`src/rtl/instr_fetch.sv`:
```
// instr_fetch: single-outstanding-request instruction fetch stage.
// Issues word-aligned reads to instruction memory and presents each returned word to
// the decoder with a valid/ready handshake. Branch/jump redirects (pcsrc) flush any
// held or in-flight instruction and restart fetching at the redirect target.
//
// Latency: an ack produces inst_valid one edge later. A decoder accept produces the
// next imem_req one edge later.
// Backpressure: while inst_ready=0 the instruction is held and no new fetch is issued.
//
// Ports:
//   clk, rst              single clock, synchronous active-high reset
//   imem_req/imem_addr    read request and word-aligned address (registered)
//   imem_ack/imem_rdata   read completion, data valid in the ack cycle
//   inst_valid/inst_ready instruction handshake towards the decoder
//   op_value/inst_pc      held instruction word and its address (registered)
//   pcsrc/pc_target       redirect request and target (low two bits ignored)

module instr_fetch #(
  parameter logic [31:0] RESET_PC = 32'h0000_0000
) (
  input  logic        clk,
  input  logic        rst,
  output logic        imem_req,
  output logic [31:0] imem_addr,
  input  logic        imem_ack,
  input  logic [31:0] imem_rdata,
  output logic        inst_valid,
  input  logic        inst_ready,
  output logic [31:0] op_value,
  output logic [31:0] inst_pc,
  input  logic        pcsrc,
  input  logic [31:0] pc_target
);

  localparam logic [31:0] NOP = 32'h0000_0013;

  // FETCH: request outstanding, result will be delivered.
  // HOLD : instruction presented to the decoder, no request outstanding.
  // FLUSH: request outstanding, but its result is stale and will be dropped.
  typedef enum logic [1:0] {
    S_FETCH = 2'd0,
    S_HOLD  = 2'd1,
    S_FLUSH = 2'd2
  } state_t;

  state_t      state, state_n;
  logic [31:0] fetch_addr, fetch_addr_n;
  logic [31:0] next_pc, next_pc_n;
  logic        req_q, req_n;
  logic        valid_q, valid_n;
  logic [31:0] op_q, op_n;
  logic [31:0] pc_q, pc_n;

  logic [31:0] target;
  logic        xfer;

  // Targets are forced onto a word boundary.
  assign target = {pc_target[31:2], 2'b00};
  // A transfer completes only when a request is actually outstanding.
  assign xfer   = req_q & imem_ack;

  always_comb begin
    state_n      = state;
    fetch_addr_n = fetch_addr;
    next_pc_n    = next_pc;
    req_n        = req_q;
    valid_n      = valid_q;
    op_n         = op_q;
    pc_n         = pc_q;

    case (state)
      S_FETCH: begin
        if (pcsrc) begin
          if (xfer) begin
            // Returned word belongs to the abandoned path: drop it and
            // immediately request the target.
            fetch_addr_n = target;
            next_pc_n    = target;
            req_n        = 1'b1;
            state_n      = S_FETCH;
          end else begin
            // Address must stay stable until the pending read completes,
            // so remember the target and drain the stale read first.
            next_pc_n = target;
            state_n   = S_FLUSH;
          end
        end else if (xfer) begin
          op_n      = imem_rdata;
          pc_n      = fetch_addr;
          valid_n   = 1'b1;
          req_n     = 1'b0;
          next_pc_n = fetch_addr + 32'd4; // wraps modulo 2^32
          state_n   = S_HOLD;
        end
      end

      S_HOLD: begin
        if (pcsrc) begin
          // Redirect wins over a same-cycle accept: the held word is on
          // the wrong path and must not be considered consumed.
          valid_n      = 1'b0;
          fetch_addr_n = target;
          next_pc_n    = target;
          req_n        = 1'b1;
          state_n      = S_FETCH;
        end else if (valid_q && inst_ready) begin
          valid_n      = 1'b0;
          fetch_addr_n = next_pc;
          req_n        = 1'b1;
          state_n      = S_FETCH;
        end
      end

      S_FLUSH: begin
        valid_n = 1'b0;
        if (pcsrc) begin
          // Latest redirect wins. If the stale read also completes now,
          // there is nothing left to drain, so go straight to the target
          // instead of re-reading the stale address.
          next_pc_n = target;
          if (xfer) begin
            fetch_addr_n = target;
            req_n        = 1'b1;
            state_n      = S_FETCH;
          end
        end else if (xfer) begin
          fetch_addr_n = next_pc;
          req_n        = 1'b1;
          state_n      = S_FETCH;
        end
      end

      default: begin
        state_n = S_FETCH;
        req_n   = 1'b1;
        valid_n = 1'b0;
      end
    endcase
  end

  always_ff @(posedge clk) begin
    if (rst) begin
      state      <= S_FETCH;
      fetch_addr <= RESET_PC;
      next_pc    <= RESET_PC;
      req_q      <= 1'b1;
      valid_q    <= 1'b0;
      op_q       <= NOP;
      pc_q       <= RESET_PC;
    end else begin
      state      <= state_n;
      fetch_addr <= fetch_addr_n;
      next_pc    <= next_pc_n;
      req_q      <= req_n;
      valid_q    <= valid_n;
      op_q       <= op_n;
      pc_q       <= pc_n;
    end
  end

  assign imem_req   = req_q;
  assign imem_addr  = fetch_addr;
  assign inst_valid = valid_q;
  assign op_value   = op_q;
  assign inst_pc    = pc_q;

endmodule

```
`config.mk`:
```
export PLATFORM = sky130hd
export DESIGN_NAME = instr_fetch
export DESIGN_NICKNAME = d
export VERILOG_FILES = /design/src/rtl/instr_fetch.sv
export SDC_FILE = /design/constraint.sdc
export NUM_CORES = 1
export LEC_CHECK = 0
export CAP_MARGIN = 20
export CORE_MARGIN = 2
export CORE_UTILIZATION = 44
export CTS_BUF_LIST = sky130_fd_sc_hd__clkbuf_8
export CTS_CLUSTER_SIZE = 24
export DETAILED_ROUTE_END_ITERATION = 8
export HOLD_SLACK_MARGIN = 0.15
export PLACE_DENSITY = 0.78
export SYNTH_ARGS = -nofsm -noshare
export SYNTH_HDL_FRONTEND = slang
export SYNTH_SLANG_ARGS = --single-unit
```
`constraint.sdc`:
```
create_clock -name clk -period 2.04 [get_ports clk]
set_input_delay 0.306 -clock clk [delete_from_list [all_inputs] [get_ports clk]]
set_output_delay 0.306 -clock clk [all_outputs]
set_load 0.005 [all_outputs]
```
Word-level counts from Yosys, hierarchy flattened:

Index checks and enable logic that the tools add are counted.

* register bits: 132
* input port bits: 69
* output and inout bits: 98
* word-level logic and storage cells: 60

* $add $sub $neg: 1
* eq/ne operators: 10
* multiplexer cells: 29
* bitwise logic cells: 2
* reductions and logical operators: 11

Operators with widths (number)
* 32-bit two-way mux: 9
* 32-bit one-hot mux with 3 select lines: 1
* 32-bit one-hot mux with 2 select lines: 1
* 32-bit by 3-bit adder with 32-bit output (second input constant): 1
* 2-bit two-way mux: 6
* 3-bit AND reduction: 4
* 1-bit two-way mux: 9
* 3-bit != test (second input constant): 3
* 2-bit != test (second input constant): 4
* 2-bit one-hot mux with 3 select lines: 1
* 4-bit AND reduction: 1
* 1-bit one-hot mux with 3 select lines: 1
* 3-bit nonzero test: 1
* 2-bit by 1-bit == test with 1-bit output (second input constant): 1
* 2-bit == test (second input constant): 1
* 2-bit zero test: 1
* 2-bit by 1-bit != test with 1-bit output (second input constant): 1
* 1-bit one-hot mux with 2 select lines: 1
* 2-bit AND reduction: 1
* 2-bit nonzero test: 1
* 2-bit OR reduction: 1
* 1-bit AND: 1
* 1-bit logical AND: 1
* 1-bit inverter: 1

Logic depth before layout (Yosys ltp):

Gate-level depths: netlist of run 1.

* word-level depth: 4
* mapped depth: 9

Worst setup path before layout of run 1:

OpenSTA, ideal clock, no wires.

* path type: register to register
* start: register state[0]
* end: register fetch_addr[10], in the netlist imem_addr[10]
* arrival time: 1.891 ns
* required time: 1.917 ns
* setup slack: 0.026 ns
* stages on the path, launching flop included: 9
* path through: dfxtp_1 -> inv_1 -> ha_1 -> a21bo_1 -> a32o_1 -> and4_4 -> buf_6 -> a222oi_1 -> inv_1

* cells in the longest elaborated chain, start to end: 3
* elaborated cells on any way between the ends: 9
* classes of those cells: eq/ne (5); mux (1); reduce/logical (3)

Ends and longest elaborated chain
* start, declared: RTL line 46 `state_t state, state_n;`
* start signal, assigned: RTL line 151 `state <= state_n;`
* 2-bit == test, or another cell as far along: RTL line 71 `case (state)`
* 3-bit != test (no line), or another cell as far along
* 4-bit AND reduction (no line)
* end signal, assigned: RTL line 152 `fetch_addr <= fetch_addr_n;`
* end, declared: RTL line 47 `logic [31:0] fetch_addr, fetch_addr_n;`

Several ways; a longest one is shown, not always the timed one.
A chain may end at the register's enable or synchronous reset.

Worst setup path in the final report of run 1:

* start: register state[0]
* end: register fetch_addr[12], in the netlist imem_addr[12]

The elaborated chain is that of the path after synthesis.

==> results.sh, run 1 <==
export IMPL_peakVddDrop_mv=0.385
export IMPL_critical_path_startpoint_type="flip-flop"
export IMPL_clock_sinks=132
export IMPL_setup_viol=0
export IMPL_num_nets_final=933
export IMPL_grt_overflow_total=0
export IMPL_core_sq_mm=0.0126
export IMPL_crit_type="flip-flop to flip-flop"
export IMPL_clk_latency_ns=0.44
export IMPL_grt_total_usage_pct=24.8
export IMPL_yosysSeqAreaShare_pct=46.3
export IMPL_multi_input_area_sq_mm=0.00280
export IMPL_fin_util_pct=65.9
export IMPL_grt_max_degree=82
export IMPL_cts_buffers=17
export IMPL_synthDistinctLibCells=53
export IMPL_path_max_fanout=21
export IMPL_place_hpwl_microns=12100
export IMPL_synthTopCellsByArea="dfxtp_1 46%, nand2_1 9.9%, a21oi_1 7.0%"
export IMPL_ant_nets=0
export IMPL_place_gp_congestion=0.868
export IMPL_ff_latch_area_sq_mm=0.00265
export IMPL_cts_path_max_buffers=2
export IMPL_synthCells=676
export IMPL_grt_pass1_vias=5454
export IMPL_dieArea_sq_mm=0.0139
export IMPL_cts_tree="yes"
export IMPL_pin_count=167
export IMPL_clk_transition_reported_paths_ns=0.07
export IMPL_period_minus_slack_ns=1.97
export IMPL_grt_antenna_before_repair=0
export IMPL_maxCapViolCount=0
export IMPL_startpoint="state[0]"
export IMPL_dr_pass1_iters=8
export IMPL_crit_required_ns=2.36
export IMPL_dp_slack_ns=-0.160
export IMPL_final_hold_viol_count=0
export IMPL_synth_edf_count=0
export IMPL_postRouteWirelength_microns=17700
export IMPL_critPathMaxStageDelay_ns=0.39
export IMPL_worst_setup_path_end_kind="flip-flop"
export IMPL_finalMaxSlewViolations=0
export IMPL_fmax_mhz=509
export IMPL_synth_avg_cell_area_sq_um=8.44
export IMPL_grt_pass1_wl_microns=27800
export IMPL_path_cells="inv_2 -> ha_4 -> a21boi_2 -> o21ai_2 -> a31oi_4 -> buf_12 -> a222oi_1 -> inv_1"
export IMPL_outcome="finished, final reports clean"
export IMPL_die_h_microns=118
export IMPL_tightest_slew_ns=0.855
export IMPL_drt_iter0_markers=593
export IMPL_worst_slack_ns=0.0749
export IMPL_nFillCells=1063
export IMPL_drive_above_1_share_pct=14.1
export IMPL_antenna_cells=0
export IMPL_synth_top_area_share_pct=46.3
export IMPL_ys_warn_count=0
export IMPL_initial_core_util_pct=45.2
export IMPL_vias=5856
export IMPL_skew_ns=0.00844
export IMPL_rows=41
export IMPL_min_period_over_period_pct=96.3
export IMPL_synth_nets=750
export IMPL_hold_start="rst"
export IMPL_via_per_inst=5.61
export IMPL_ys_ff_latch=132
export IMPL_worstHoldPathType="primary input to flip-flop"
export IMPL_die_x_microns=118
export IMPL_whs_ns=0.206
export IMPL_ys_flop_type="dfxtp_1"
export IMPL_syn_area_sq_mm=0.00570
export IMPL_powerDensity_mw_per_mm2=795
export IMPL_cts_root_buf="clkbuf_8"
export IMPL_cp_data_arrival_time_ns=2.29
export IMPL_cpMaxStageDelayCell="a222oi_1"
export IMPL_wl_per_cell_microns=16.9
export IMPL_ctsHtreeMaxLevel=4
export IMPL_synth_largest_area_cell="dfxtp_1"
export IMPL_total_power_w=0.00661
export IMPL_io_buffer_count=164
export IMPL_max_slew_margin_pct=43.0
export IMPL_layout_area_overhead_vs_synth_pct=45.8
export IMPL_r2r_start="state[0]"
export IMPL_drc=0
export IMPL_postSynth_asyncResetShare_pct=0
export IMPL_leakage_nw=3.14
## power breakdown
| group | internal, W | switching (W) |
|---|---|---|
| Sequential | 0.00277 | 0.000158 |
| Clock | 0.00123 | 0.000971 |
| Combinational | 0.000737 | 0.000739 |
## per-layer routing
metal / vias to the layer above / routed length (microns) / global-route usage (%)
li1: 2770 / - / -
met1: 2773 / 7240 / 31.1
met2: 274 / 8470 / 40.6
met3: 39 / 1560 / 7.07
met4: 0 / 397 / 9.26
met5: - / 0 / 0
## metrics by stage
stage               setup TNS, ns  cells  cell area (sq um)
finish                          0   1044               8320
global route              -0.0237   1044               8320
detailed placement          -3.27   1008               7780
CTS                             0   1043               8240
global placement            -1.90   1008               7780
floorplan                       0    676               5700
## cells in the final DEF, fill, tap and decap left out, types with 3 or more instances in the layout
cell	n
clkdlybuf4s50_1	163
o22ai_1	13
a32oi_1	20
ha_4	3
a211oi_1	5
buf_4	43
buf_12	7
o21ai_0	7
o22ai_2	3
dfxtp_1	130
a31oi_1	3
xnor2_1	21
nand3_1	17
xor2_1	5
nand4_1	9
inv_1	36
inv_2	4
clkbuf_8	22
nor2_1	28
a21oi_1	79
clkinv_2	4
and4_4	6
nor4_2	3
and3_1	6
nor3_1	7
a222oi_1	29
nand2_1	150
## worst paths after layout
| check | end | slack [ns] | depth (start not counted) |
|---|---|---|---|
| max | imem_addr[12] | 0.07 | 8 |
| min | op_value[1] | 0.21 | 3 |
| max reg2reg | imem_addr[12] | 0.07 | 8 |
| min reg2reg | inst_pc[29] | 0.45 | 2 |
## cell usage after synthesis (all sizes together) (2+ instances only)
cell and number:
nor4 3, nand4 12, a222oi 29, nor2 29, a31oi 4, a21bo 2
a211oi 6, and3 6, a22oi 2, inv 38, clkbuf 29, nand2 150
buf 23, o22ai 16, and2 3, a21boi 2, o21ai 9, a211o 2
ha 5, o31ai 2, and4 6, a21oi 80, dfxtp 132, xnor2 21
nand3 18, or2 3, xor2 5, nor3 9, a32oi 20
## sequential cells by signal, indices dropped and copies added (netlist names)
register    count
imem_addr      32
inst_pc        32
next_pc        32
op_value       32
state           2
imem_req        1
inst_valid      1
## worst max-delay path, delay by kind of cell (launching register included)
kind	cells	cell delay (ns)
AOI/OAI and AO/OA	4	0.93
DFF	1	0.37
buffers and inverters	3	0.35
adders and majority gates	1	0.19
## cell families (layout without fill, tap and decap cells)
logic type,after synthesis,after routing,share of synthesized area (%)
buf+inv,90,284,6.80
simple gates,244,246,20.2
flops,132,132,46.3
xor+xnor,26,26,3.99
fa+ha+maj,5,5,1.10
compound gates,179,179,21.6
## cell type report
class                           instances  share of cell area (%)
Inverter                               38                    1.71
Clock inverter                         10                    1.26
Timing Repair Buffer                  214                    25.4
Sequential cell                       132                    31.8
Multi-Input combinational cell        456                    33.6
Clock buffer                           22                    3.64
Tap cell                              172                    2.59
## what timing repair did
item                                    CTS  global route
cloned                                    1             1
setup buffers                             2             0
endpoints found under the setup margin   14            24
hold buffers                              0             0
resized for setup                         8            15
pin swaps                                 3             9
Note: power is estimated with default switching activity, not from simulation.
==> run 2, diff against run 1 <==
Settings changed: TNS_END_PERCENT set to 1.
==> run 2 against run 1 <==
  * Via count down 0.12%
  * Die area unchanged
  * Utilization down 0.23 points
  * Sequential share of layout area up 0.080 points
  * Clock power about the same
  * First-iteration DRC count up 1.2%
  * Design area down 0.35%
  * Global-route usage about the same
  * Critical path type unchanged
  * Critical endpoint is now imem_addr[10]
  * Highest routed layer unchanged
==> results.sh, run 2 (synthesis results as in run 1) <==
export IMPL_via_per_inst=5.60
export IMPL_grt_max_degree=82
export IMPL_critical_path_startpoint_type="flip-flop"
export IMPL_grt_pass1_vias=5445
export IMPL_p_switching_w=0.00186
export IMPL_grt_pass1_wl_microns=27800
export IMPL_rsz0062_at_grt="true"
export IMPL_internal_power_w=0.00474
export IMPL_crit_required_ns=2.36
export IMPL_worst_slack_ns=0.0533
export IMPL_switching_share_pct=28.2
export IMPL_drc=0
export IMPL_total_power_w=0.00659
export IMPL_rrSetupSlack_ns=0.05
export IMPL_fmax_mhz=503
export IMPL_reg2regPathDepth=7
export IMPL_grt_overflow_total=0
export IMPL_min_period_over_period_pct=97.4
export IMPL_maxCapViolCount=0
export IMPL_powerDensity_mw_per_mm2=796
export IMPL_nFillCells=1064
export IMPL_whs_endpoint="op_value[1]"
export IMPL_outcome="finished, final reports clean"
export IMPL_dieArea_sq_mm=0.0139
export IMPL_core_sq_mm=0.0126
export IMPL_die_x_microns=118
export IMPL_setup_viol=0
export IMPL_whs_ns=0.203
export IMPL_clk_transition_reported_paths_ns=0.07
export IMPL_worstHoldPathType="primary input to flip-flop"
export IMPL_dpl_cell_area_sq_mm=0.00778
export IMPL_die_h_microns=118
export IMPL_cts_tree="yes"
export IMPL_ant_nets=0
export IMPL_num_nets_final=933
export IMPL_crit_type="flip-flop to flip-flop"
export IMPL_hold_start="rst"
export IMPL_worst_setup_path_end_kind="flip-flop"
export IMPL_vias=5849
export IMPL_grt_total_usage_pct=24.8
export IMPL_clk_latency_ns=0.44
export IMPL_ctsHoldBuffers=0
export IMPL_dp_slack_ns=-0.160
export IMPL_period_minus_slack_ns=1.99
export IMPL_r2r_start="state[0]"
export IMPL_path_max_fanout=8
export IMPL_drive_above_1_share_pct=13.9
export IMPL_ctsHtreeMaxLevel=4
export IMPL_wl_per_cell_microns=16.9
export IMPL_rows=41
export IMPL_holdPathStages=3
export IMPL_pin_count=167
export IMPL_skew_ns=0.00773
export IMPL_cts_buffers=17
export IMPL_postRouteWirelength_microns=17700
export IMPL_mostFrequentLayoutCell="clkdlybuf4s50_1"
export IMPL_final_cell_count_no_fill=1044
export IMPL_io_buffer_count=164
export IMPL_dp_cells=1008
export IMPL_layout_area_overhead_vs_synth_pct=45.3
export IMPL_cts_path_max_buffers=2
export IMPL_initial_core_util_pct=45.2
export IMPL_grt_antenna_before_repair=0
export IMPL_final_cell_mix="163 x clkdlybuf4s50_1, 150 x nand2_1, 130 x dfxtp_1"
export IMPL_cp_data_arrival_time_ns=2.31
export IMPL_place_hpwl_microns=12100
export IMPL_dr_pass1_iters=7
export IMPL_final_hold_viol_count=0
export IMPL_pwr_share_comb_pct=22.2
export IMPL_finalMaxSlewViolations=0
export IMPL_p_clk_share_pct=33.4
export IMPL_place_gp_congestion=0.868
export IMPL_leakage_nw=3.14
export IMPL_drt_iter0_markers=600
export IMPL_max_slew_margin_pct=43.2
export IMPL_antenna_cells=0
export IMPL_tightest_slew_ns=0.852
export IMPL_r2r_end="imem_addr[10]"
export IMPL_peakVddDrop_mv=0.374
export IMPL_sequentialPowerShare_pct=44.4
export IMPL_final_cell_area_sq_mm=0.00829
export IMPL_cts_root_buf="clkbuf_8"
export IMPL_clock_sinks=132
## run 2: timing repair
action,in CTS,in global routing
buffers inserted,2,0
pin swaps,3,12
endpoints found under the setup margin,14,30
cloned,1,1
gates resized for setup,7,11
## run 2: critical path, cell delays in order, from the launching register on
cell	delay (ns)
dfxtp_2	0.34
inv_1	0.07
ha_1	0.31
buf_4	0.16
a32o_2	0.30
and4_4	0.23
a222oi_1	0.37
inv_1	0.08
## run 2: how the worst max path moves through the flow
stage / from / end / slack, ns / cells after the start
after floorplan: state[0] / imem_addr[10] / 0.03 / 8
after global placement: pcsrc / imem_addr[7] / -0.11 / 7
after detailed placement: pcsrc / imem_addr[11] / -0.16 / 7
after CTS: state[0] / imem_addr[12] / 0.005 / 7
after global routing: state[1] / imem_addr[12] / -0.02 / 8
final: state[0] / imem_addr[10] / 0.05 / 7
## run 2: per-layer routing
layer,global-route usage [%],vias to the layer above,wire (microns)
met2,41.0,276,8600
met4,9.86,0,371
li1,-,2772,-
met5,0,-,0
met1,31.0,2763,7200
met3,6.40,38,1520
## run 2: cell type report
class,instances,area [sq um],area share [%]
clock inverter,10,105,1.27
sequential,132,2650,31.9
timing repair buffer,214,2110,25.4
multi-input combinational,456,2770,33.4
inverter,38,143,1.72
clock buffer,22,303,3.65
tap,172,215,2.60
## run 2: power groups by stage
stage / Clock [W] / Combinational, W / Sequential, W
3_3_place_gp: 0 / 0.00136 / 0.00297
2_1_floorplan: 0 / 0.000669 / 0.00297
5_1_grt: 0.00236 / 0.00156 / 0.00295
3_5_place_dp: 0 / 0.00139 / 0.00298
4_1_cts: 0.00224 / 0.00142 / 0.00292
6_report: 0.00220 / 0.00146 / 0.00293
## run 2: stage by stage
step	setup TNS, ns	utilization [%]
floorplan	0	-
global placement	-1.90	61.7
detailed placement	-3.27	61.7
CTS	0	65.2
global route	-0.0459	65.7
finish	0	65.7
==> run 3, diff against run 2 <==
--- a/config.mk
+++ b/config.mk
@@ -10,4 +10,5 @@
 export CORE_UTILIZATION = 44
 export CTS_BUF_LIST = sky130_fd_sc_hd__clkbuf_8
+export CTS_CLUSTER_DIAMETER = 60
 export CTS_CLUSTER_SIZE = 24
 export DETAILED_ROUTE_END_ITERATION = 8
==> constraint.sdc (replaced) <==
create_clock -name clk -period 2.04 [get_ports clk]
set_input_delay 0.204 -clock clk [delete_from_list [all_inputs] [get_ports clk]]
set_output_delay 0.204 -clock clk [all_outputs]
set_load 0.005 [all_outputs]
==> run 3 against run 2 <==
  * Count of clock-buffer cells in the layout down 1
  * Clock power shrank 15%
  * Utilization shrank 0.69 points
  * Via count increased by 0.60%
  * Critical path depth unchanged
  * Routed wire length barely moved
  * Non-clock buffer count down 3
  * Combinational power is essentially flat
  * Global-route usage barely moved
  * Critical path type unchanged
  * Highest routed layer is now met5
==> results.sh, run 3 (synthesis results as in run 1) <==
export IMPL_powerDensity_mw_per_mm2=762
export IMPL_peakVddDrop_mv=0.422
export IMPL_initial_core_util_pct=45.2
export IMPL_skew_ns=0.00769
export IMPL_sequentialPowerShare_pct=46.9
export IMPL_worst_setup_path_end_kind="flip-flop"
export IMPL_grt_busiest_layer="met2"
export IMPL_mostFrequentLayoutCell="clkdlybuf4s50_1"
export IMPL_switching_share_pct=29.2
export IMPL_critical_path_startpoint_type="flip-flop"
export IMPL_period_minus_slack_ns=2.03
export IMPL_clk_transition_reported_paths_ns=0.07
export IMPL_die_h_microns=118
export IMPL_rrSetupSlack_ns=0.01
export IMPL_grt_total_usage_pct=24.9
export IMPL_p_switching_w=0.00182
export IMPL_layout_area_overhead_vs_synth_pct=43.8
export IMPL_cts_root_buf="clkbuf_8"
export IMPL_worst_slack_ns=0.0102
export IMPL_maxCapViolCount=0
export IMPL_met3_usage_pct=6.49
export IMPL_worstHoldPathType="primary input to flip-flop"
export IMPL_pwr_share_comb_pct=23.4
export IMPL_r2r_start="state[0]"
export IMPL_drive_above_1_share_pct=13.0
export IMPL_startpoint="state[0]"
export IMPL_pin_count=167
export IMPL_outcome="finished, final reports clean"
export IMPL_via_per_inst=5.67
export IMPL_met1_usage_pct=30.5
export IMPL_grt_pass1_vias=5552
export IMPL_dr_pass1_iters=9
export IMPL_wl_per_cell_microns=17.1
export IMPL_grt_antenna_before_repair=1
export IMPL_cts_buffers=17
export IMPL_grt_overflow_total=0
export IMPL_place_hpwl_microns=12100
export IMPL_dieArea_sq_mm=0.0139
export IMPL_ant_nets=0
export IMPL_cp_data_arrival_time_ns=2.35
export IMPL_reg2regPathDepth=7
export IMPL_fin_util_pct=65.0
export IMPL_p_clk_share_pct=29.7
export IMPL_internal_power_w=0.00443
export IMPL_grt_pass1_wl_microns=28000
export IMPL_clk_latency_ns=0.44
export IMPL_crit_required_ns=2.36
export IMPL_rows=41
export IMPL_crit_type="flip-flop to flip-flop"
export IMPL_drt_iter0_markers=635
export IMPL_fmax_mhz=493
export IMPL_grt_util_met2_pct=41.4
export IMPL_final_cell_mix="163 x clkdlybuf4s50_1, 150 x nand2_1, 130 x dfxtp_1"
export IMPL_rsz0062_at_grt="true"
export IMPL_dp_slack_ns=-0.103
export IMPL_cp_endpoint="imem_addr[10]"
export IMPL_finalMaxSlewViolations=0
export IMPL_postRouteWirelength_microns=17700
export IMPL_path_max_fanout=7
export IMPL_cts_tree="yes"
export IMPL_antenna_cells=0
export IMPL_final_hold_viol_count=0
export IMPL_place_gp_congestion=0.865
export IMPL_vias=5884
export IMPL_drc=0
export IMPL_tightest_slew_ns=0.373
export IMPL_grt_max_degree=82
export IMPL_cts_path_max_buffers=2
export IMPL_setup_viol=0
export IMPL_min_period_over_period_pct=99.5
export IMPL_r2r_end="imem_addr[10]"
export IMPL_die_x_microns=118
export IMPL_leakage_nw=3.09
export IMPL_io_buffer_count=164
export IMPL_max_slew_margin_pct=74.5
export IMPL_ctsHtreeMaxLevel=4
export IMPL_hold_start="imem_rdata[5]"
export IMPL_clock_sinks=132
export IMPL_num_nets_final=930
export IMPL_core_sq_mm=0.0126
run 3: layout make-up:
cell class / instances / area (sq um)
Multi-Input combinational cell: 456 / 2780
Timing Repair Buffer: 211 / 2090
Fill cell: 1070 / 4420
Inverter: 38 / 143
Tap cell: 172 / 215
Sequential cell: 132 / 2650
Clock buffer: 21 / 289
Clock inverter: 8 / 38.8
run 3: how the worst min path moves through the flow:
stage               endpoint  slack, ns  cells past startpoint
3_5_place_dp     inst_pc[14]       0.45                      2
3_3_place_gp      next_pc[0]       0.44                      2
2_1_floorplan  imem_addr[19]       0.31                      2
6_report         op_value[5]       0.32                      3
5_1_grt         op_value[27]       0.31                      3
4_1_cts         op_value[22]       0.29                      3
run 3: what timing repair did:
| item | in CTS | in global routing |
|---|---|---|
| hold buffers | 1 | 0 |
| pin swaps | 6 | 7 |
| endpoints found under the hold margin | 8 | 0 |
| endpoints found under the setup margin | 29 | 33 |
| resized for setup | 4 | 12 |
| cloned | 1 | 1 |
| buffers inserted | 3 | 1 |
run 3: power by group through the flow:
stage | sequential, W | combinational [W] | clock [W]
finish | 0.00293 | 0.00146 | 0.00186
global route | 0.00295 | 0.00157 | 0.00200
CTS | 0.00292 | 0.00141 | 0.00190
detailed placement | 0.00298 | 0.00138 | 0
global placement | 0.00297 | 0.00135 | 0
floorplan | 0.00297 | 0.000669 | 0
run 3: worst max-delay path, cell delays in order (launching register included):
cell and delay [ns]:
dfxtp_2 0.35, inv_2 0.06, ha_4 0.26, a21bo_1 0.21
a32o_2 0.27, and4_2 0.34, a222oi_1 0.35, inv_1 0.07
run 3: through the flow:
step	area (sq um)	instances	power, W	hold slack [ns]	setup TNS, ns
floorplan	5700	676	0.00364	0.314	0
global placement	7750	1002	0.00431	0.441	0
detailed placement	7750	1002	0.00436	0.447	-0.824
CTS	8130	1036	0.00624	0.291	0
global route	8200	1038	0.00652	0.308	-0.360
finish	8200	1038	0.00625	0.315	0
run 3: per-layer routing:
metal  vias to the layer above  part of all wire, %
li1                       2761                    -
met1                      2775                   40
met2                       312                   49
met3                        34                  8.9
met4                         2                  2.3
met5                         -                0.068
